[config.mk]
export PLATFORM = sky130hd
export DESIGN_NAME = combat_controller
export DESIGN_NICKNAME = d
export VERILOG_FILES = /design/src/rtl/combat_pkg.sv /design/src/rtl/fighter_fsm.sv /design/src/rtl/combat_controller.sv
export SDC_FILE = /design/constraint.sdc
export NUM_CORES = 1
export LEC_CHECK = 0
export BUFFER_PORTS_ARGS = -buffer_cell sky130_fd_sc_hd__clkbuf_2
export CORE_MARGIN = 10
export CORE_UTILIZATION = 55
export CTS_BUF_LIST = sky130_fd_sc_hd__clkbuf_4
export DETAILED_ROUTE_END_ITERATION = 16
export GPL_TIMING_DRIVEN = 0
export PLACE_DENSITY = 0.85
export SLEW_MARGIN = 20
export SYNTH_ARGS = -nofsm -noshare
export SYNTH_HDL_FRONTEND = slang
export SYNTH_HIERARCHICAL = 1
export SYNTH_SLANG_ARGS = --single-unit
[constraint.sdc]
create_clock -name Clk -period 2.6 [get_ports Clk]
set_input_delay 0.65 -clock Clk [delete_from_list [all_inputs] [get_ports Clk]]
set_output_delay 0.65 -clock Clk [all_outputs]
set_load 0.02 [all_outputs]
[src/rtl/combat_pkg.sv]
// Shared types, constants and helpers for the two-fighter combat controller.
package combat_pkg;

  typedef enum logic [2:0] {
    StIdle,
    StAttack,
    StShield,
    StCooldown,
    StKo
  } fighter_state_t;

  typedef logic [3:0] hp_t;

  // Ticks a fighter stays immune after taking a hit (COMBAT_INVULN_EN builds only).
  localparam int unsigned InvulnTicks = 10;
  localparam int unsigned InvulnW     = $clog2(InvulnTicks + 1);
  typedef logic [InvulnW-1:0] inv_t;

  function automatic int unsigned max3(input int unsigned a, input int unsigned b,
                                       input int unsigned c);
    int unsigned m;
    m = (a > b) ? a : b;
    return (m > c) ? m : c;
  endfunction

  function automatic hp_t hp_dec(input hp_t hp);
    return (hp == '0) ? hp : hp - 1'b1;
  endfunction

endpackage

[src/rtl/fighter_fsm.sv]
// One fighter's IDLE/ATTACK/SHIELD/COOLDOWN/KO state machine and frame timer.
module fighter_fsm
  import combat_pkg::*;
#(
  parameter int unsigned ATTACK_FRAMES     = 8,
  parameter int unsigned SHIELD_MAX_FRAMES = 30,
  parameter int unsigned COOLDOWN_FRAMES   = 15
) (
  input  logic clk,
  input  logic rst_n,
  input  logic tick,
  input  logic restart,
  input  logic atk_req,
  input  logic shd_req,
  input  logic hp_zero,
  output logic attack,
  output logic shield,
  output logic ko
);

  localparam int unsigned TimerW =
    $clog2(max3(ATTACK_FRAMES, SHIELD_MAX_FRAMES, COOLDOWN_FRAMES) + 1);
  typedef logic [TimerW-1:0] timer_t;

  localparam timer_t AtkLoad  = timer_t'(ATTACK_FRAMES - 1);
  localparam timer_t ShdLast  = timer_t'(SHIELD_MAX_FRAMES - 1);
  localparam timer_t CoolLoad = timer_t'(COOLDOWN_FRAMES - 1);

  fighter_state_t state_q, state_d;
  timer_t         timer_q, timer_d;
  logic           attack_q, shield_q, ko_q;

  always_comb begin
    state_d = state_q;
    timer_d = timer_q;
    if (hp_zero) begin
      state_d = StKo;
      timer_d = '0;
    end else begin
      case (state_q)
        StIdle: begin
          if (atk_req) begin
            state_d = StAttack;
            timer_d = AtkLoad;
          end else if (shd_req) begin
            state_d = StShield;
            timer_d = '0;
          end
        end
        StAttack: begin
          if (timer_q == '0) begin
            state_d = StCooldown;
            timer_d = CoolLoad;
          end else begin
            timer_d = timer_q - 1'b1;
          end
        end
        StShield: begin
          if (!shd_req || (timer_q == ShdLast)) begin
            state_d = StCooldown;
            timer_d = CoolLoad;
          end else begin
            timer_d = timer_q + 1'b1;
          end
        end
        StCooldown: begin
          if (timer_q == '0) begin
            state_d = StIdle;
          end else begin
            timer_d = timer_q - 1'b1;
          end
        end
        StKo: ;
        default: begin
          state_d = StIdle;
          timer_d = '0;
        end
      endcase
    end
  end

  // Restart outranks the tick; outputs are registered from the next state.
  always_ff @(posedge clk or negedge rst_n) begin
    if (!rst_n) begin
      state_q  <= StIdle;
      timer_q  <= '0;
      attack_q <= 1'b0;
      shield_q <= 1'b0;
      ko_q     <= 1'b0;
    end else if (restart) begin
      state_q  <= StIdle;
      timer_q  <= '0;
      attack_q <= 1'b0;
      shield_q <= 1'b0;
      ko_q     <= 1'b0;
    end else if (tick) begin
      state_q  <= state_d;
      timer_q  <= timer_d;
      attack_q <= (state_d == StAttack);
      shield_q <= (state_d == StShield);
      ko_q     <= (state_d == StKo);
    end
  end

  assign attack = attack_q;
  assign shield = shield_q;
  assign ko     = ko_q;

endmodule

[src/rtl/combat_controller.sv]
// Two-fighter combat controller: frame tick, hit resolution and health tracking.
// Define COMBAT_INVULN_EN to add a post-hit immunity window.
module combat_controller
  import combat_pkg::*;
#(
  parameter int unsigned ATTACK_FRAMES     = 8,
  parameter int unsigned SHIELD_MAX_FRAMES = 30,
  parameter int unsigned COOLDOWN_FRAMES   = 15,
  parameter int unsigned MAX_HP            = 3
) (
  input  logic       Clk,
  input  logic       Reset_n,
  input  logic       frame_clk,
  input  logic       restart,
  input  logic       atk_req,
  input  logic       shd_req,
  input  logic       enemy_atk_req,
  input  logic       enemy_shd_req,
  input  logic       in_range,
  output logic       is_attack,
  output logic       is_shield,
  output logic       is_enemy_attack,
  output logic       is_enemy_shield,
  output logic       game_over,
  output logic       dead,
  output logic [3:0] player_hp,
  output logic [3:0] enemy_hp
);

  localparam hp_t HpInit = hp_t'(MAX_HP);

  logic frame_q, tick;
  logic p_attack, p_shield, p_ko;
  logic e_attack, e_shield, e_ko;
  logic p_open, e_open;
  logic p_hit, e_hit;
  logic p_done_q, e_done_q;
  hp_t  p_hp_q, e_hp_q;

  always_ff @(posedge Clk or negedge Reset_n) begin
    if (!Reset_n) begin
      frame_q <= 1'b0;
    end else begin
      frame_q <= frame_clk;
    end
  end

  assign tick = frame_clk & ~frame_q;

  fighter_fsm #(
    .ATTACK_FRAMES    (ATTACK_FRAMES),
    .SHIELD_MAX_FRAMES(SHIELD_MAX_FRAMES),
    .COOLDOWN_FRAMES  (COOLDOWN_FRAMES)
  ) u_player (
    .clk    (Clk),
    .rst_n  (Reset_n),
    .tick   (tick),
    .restart(restart),
    .atk_req(atk_req),
    .shd_req(shd_req),
    .hp_zero(p_hp_q == '0),
    .attack (p_attack),
    .shield (p_shield),
    .ko     (p_ko)
  );

  fighter_fsm #(
    .ATTACK_FRAMES    (ATTACK_FRAMES),
    .SHIELD_MAX_FRAMES(SHIELD_MAX_FRAMES),
    .COOLDOWN_FRAMES  (COOLDOWN_FRAMES)
  ) u_enemy (
    .clk    (Clk),
    .rst_n  (Reset_n),
    .tick   (tick),
    .restart(restart),
    .atk_req(enemy_atk_req),
    .shd_req(enemy_shd_req),
    .hp_zero(e_hp_q == '0),
    .attack (e_attack),
    .shield (e_shield),
    .ko     (e_ko)
  );

  // p_hit: player lands on enemy; e_hit: enemy lands on player. Both may fire together.
  assign p_hit = tick & p_attack & in_range & ~e_shield & ~e_ko & ~p_done_q & e_open;
  assign e_hit = tick & e_attack & in_range & ~p_shield & ~p_ko & ~e_done_q & p_open;

  // hit_done only ever sets while attacking, so clearing it on any non-attack tick
  // guarantees it is clear again by the time the next attack begins.
  always_ff @(posedge Clk or negedge Reset_n) begin
    if (!Reset_n) begin
      p_hp_q   <= HpInit;
      e_hp_q   <= HpInit;
      p_done_q <= 1'b0;
      e_done_q <= 1'b0;
    end else if (restart) begin
      p_hp_q   <= HpInit;
      e_hp_q   <= HpInit;
      p_done_q <= 1'b0;
      e_done_q <= 1'b0;
    end else if (tick) begin
      if (p_hit) begin
        e_hp_q   <= hp_dec(e_hp_q);
        p_done_q <= 1'b1;
      end else if (!p_attack) begin
        p_done_q <= 1'b0;
      end
      if (e_hit) begin
        p_hp_q   <= hp_dec(p_hp_q);
        e_done_q <= 1'b1;
      end else if (!e_attack) begin
        e_done_q <= 1'b0;
      end
    end
  end

`ifdef COMBAT_INVULN_EN
  inv_t p_inv_q, e_inv_q;

  assign p_open = (p_inv_q == '0);
  assign e_open = (e_inv_q == '0);

  always_ff @(posedge Clk or negedge Reset_n) begin
    if (!Reset_n) begin
      p_inv_q <= '0;
      e_inv_q <= '0;
    end else if (restart) begin
      p_inv_q <= '0;
      e_inv_q <= '0;
    end else if (tick) begin
      if (e_hit) begin
        p_inv_q <= inv_t'(InvulnTicks);
      end else if (!p_open) begin
        p_inv_q <= p_inv_q - 1'b1;
      end
      if (p_hit) begin
        e_inv_q <= inv_t'(InvulnTicks);
      end else if (!e_open) begin
        e_inv_q <= e_inv_q - 1'b1;
      end
    end
  end
`else
  assign p_open = 1'b1;
  assign e_open = 1'b1;
`endif

  assign is_attack       = p_attack;
  assign is_shield       = p_shield;
  assign is_enemy_attack = e_attack;
  assign is_enemy_shield = e_shield;
  assign game_over       = p_ko;
  assign dead            = e_ko;
  assign player_hp       = p_hp_q;
  assign enemy_hp        = e_hp_q;

endmodule

==> metrics.yaml <==
drt:
  ant_nets: 0
  routed_wl_microns: 5749
  detail_route.wl_per_cell_microns: 15.71
  num_vias: 2253
  drt_iter0_drc: 171
  dr.pass1.iters: 4
  viasPerCell: 6.156
  drc_errors: 0
clock_network:
  post_cts_buffers: 0
  htree_levels: 2
  clk_latency_ns: 0.36
  cts_root_buf: "clkbuf_4"
  numCtsBuffers: 5
  cts_sinks: 33
  cts-hold-fix-buffers: 0
  clock_path_buffers: 2
  cts_tree: "done"
  ctsResizeCount: 0
  path_clk_slew_ns: 0.12
setup_path:
  end_kind: "register"
  start_kind: "register"
  reg2reg_setup_slack_ns: 0.45
  path_class: "reg -> reg"
  worstPathRequired_ns: 2.88
  r2r_cells: 6
  cp_max_fo: 8
  crit_arrival_ns: 2.44
synth:
  synth_top_area_cell: "dfrtp_1"
  yosys_warnings: 6
  yosysUniqueCellTypes: 67
  synth_area_sq_mm: 0.002540
  synth_edf_count: 0
  synthesis.nets: 302
  netlist.area_leader.share_pct: 28.57
  avgSynthCellArea_sq_um: 8.912
  syn_inst: 285
  async_reset_ff_share_pct: 100.0
  synth-seq-cells: 33
  yosysSeqAreaShare_pct: 32.71
  yosys-top-cells-area: "dfrtp_1 (29%), nor2_1 (4.3%), dfstp_2 (4.1%)"
  synth-main-ff-cell: "dfrtp_1"
floorplanning:
  initial_core_util_pct: 57.54
  num_io_pins: 23
  dieArea_sq_mm: 0.007736
  num_rows: 24
  core_area_sq_mm: 0.004414
  die_h_microns: 87.96
  die_x_microns: 87.96
timing:
  min_period_over_period_pct: 82.86
  rsz0062_at_grt: "false"
  tightest_slew_ns: 0.8347
  min_period_ns: 2.154
  relSlewSlack_pct: 44.36
  max_freq_ghz: 0.4642
  finalSetupViolCount: 0
  skew_ns: 0.01768
  finalHoldViolCount: 0
  maxSlewViolCount: 0
  fin_setup_tns_ns: 0
final_layout:
  drive_gt1_share_pct: 19.75
  nFillCells: 383
  multi_input_area_sq_mm: 0.001548
  num_antenna_cells: 0
  area.growth.synth_to_final_pct: 9.803
  final_nets: 330
  regArea_sq_um: 830.8
  fin_util_pct: 63.18
global_route:
  first_global_vias: 2083
  grt_overflow: 0
  grt_usage_pct: 15.43
  grt_max_degree: 34
  antenna_found_initial: 0
  grt_first_pass_wirelength_microns: 9798
status:
  status: "complete, no violations"
power:
  powerDensity_mw_per_mm2: 431.8
  total_leakage_power_nw: 1.212
  ir_worst_vdd_v: 0.0002270
place:
  gp_congestion: 0.9235
  dp_hpwl_microns: 4284
  port_buffers: 21
run:
  maxCapViolations: 0
min_path:
  hp-class: "in -> async"
[state kept, by name (all words and copies together), names as in the netlist, 3 cells and up]
name              flops
u_player/timer_q      5
u_enemy/timer_q       5
u_player/state_q      3
u_enemy/state_q       3
enemy_hp              4
player_hp             4
[path summary, 6_finish.rpt]
| kind | startpoint | endpoint |
|---|---|---|
| max in group asynchronous | Reset_n | u_enemy/timer_q[2] |
| hold reg to reg | player_hp[1] | player_hp[1] |
| min in group Clk | frame_clk | frame_q |
| hold / removal | Reset_n | u_player/state_q[1] |
| setup reg to reg | u_player/timer_q[0] | u_player/timer_q[1] |
| setup / recovery | u_player/timer_q[0] | u_player/timer_q[1] |
[power by group]
| part | switching, mW | total (mW) | internal, mW |
|---|---|---|---|
| Sequential | 0.0203 | 0.550 | 0.530 |
| Clock | 0.186 | 0.397 | 0.210 |
| Combinational | 0.158 | 0.258 | 0.0993 |
| Total | 0.365 | 1.20 | 0.839 |
[worst max-delay path, cell delays in order (launching register included)]
cell	delay, ns
dfrtp_1	0.48
inv_1	0.07
ha_1	0.25
nor4b_4	0.18
a32o_2	0.31
nor4_2	0.54
a32o_1	0.26
[cell families (layout without fill, tap and decap cells)]
family	Yosys count	after routing	share of synthesized area, %
buffers and inverters	34	63	6.354
flip-flops	33	33	32.71
multiplexers	9	9	3.744
AND/OR/NAND/NOR	119	119	29.56
XOR/XNOR	6	6	2.069
adder cells (fa/ha/maj)	8	8	3.941
AO/OA/AOI/OAI	76	76	21.63
[cell usage in the layout (no fill, tap or decap), types with 3 or more instances in the layout]
cell type  synthesis  final
inv_1             15     15
nor4_2             3      3
xnor2_1            4      4
a22o_1             7      7
a32o_1             4      4
nand2_1           13     13
nor3b_1            3      3
o21ai_0           11     11
a32oi_1            3      3
buf_4              3      3
o22ai_1            3      3
clkbuf_1           6      6
nand2b_1           9      9
nor3b_2            3      3
mux2_1             3      3
nor2b_1            9      9
ha_1               8      8
dfrtp_1           29     29
o21bai_1           3      3
nor3_1             8      8
nor2_1            29     29
a21oi_1           17     17
clkbuf_4           0      6
clkbuf_2           0     21
a211oi_1           3      3
nand4_1            5      5
mux2i_1            5      5
buf_2              6      6
nand3_1           11     11
or4b_1             3      3
nand3b_1           5      5
o31ai_1            4      4
dfstp_2            4      4
[cells in the mapped netlist (all sizes together) (4+ instances only)]
cell and number:
nor3b 6, nor4 5, inv 16, mux2i 5, nor2 30, nand2 14
nand3b 6, a22o 7, mux2 4, o21ai 13, o31ai 4, nor3 9
nand2b 10, clkbuf 6, a21oi 18, xnor2 4, dfrtp 29, nand3 11
dfstp 4, ha 8, buf 12, nand4 5, a32o 5, nor2b 9
[layer usage]
layer  global-route usage, %  up-vias  wire length [microns]
met1                   19.97     1076                   2643
li1                        -     1100                      -
met4                   5.942        0                     90
met3                   4.457       10                    469
met2                   23.68       67                   2545
met5                       0        -                      0
[area by class of cell]
type / count / area share (%)
Multi-Input combinational cell: 218 / 55.50
Sequential cell: 33 / 29.79
Timing Repair Buffer: 21 / 3.769
Buffer: 18 / 3.634
Tap cell: 52 / 2.333
Inverter: 16 / 2.153
Clock buffer: 6 / 1.615
Clock inverter: 2 / 1.211
[metrics by stage]
stage	power (mW)	area, sq um	hold WS (ns)	worst slack (ns)	std cells
2_1_floorplan	0.7437	2540	0.3544	0.7495	285
3_3_place_gp	0.8077	2710	0.5221	0.2707	358
3_5_place_dp	0.8127	2710	0.5333	0.2342	358
4_1_cts	1.210	2789	0.3948	0.4516	366
5_1_grt	1.255	2789	0.4488	0.2624	366
6_report	1.204	2789	0.3752	0.4457	366
Power figures use the tool's default switching activity.
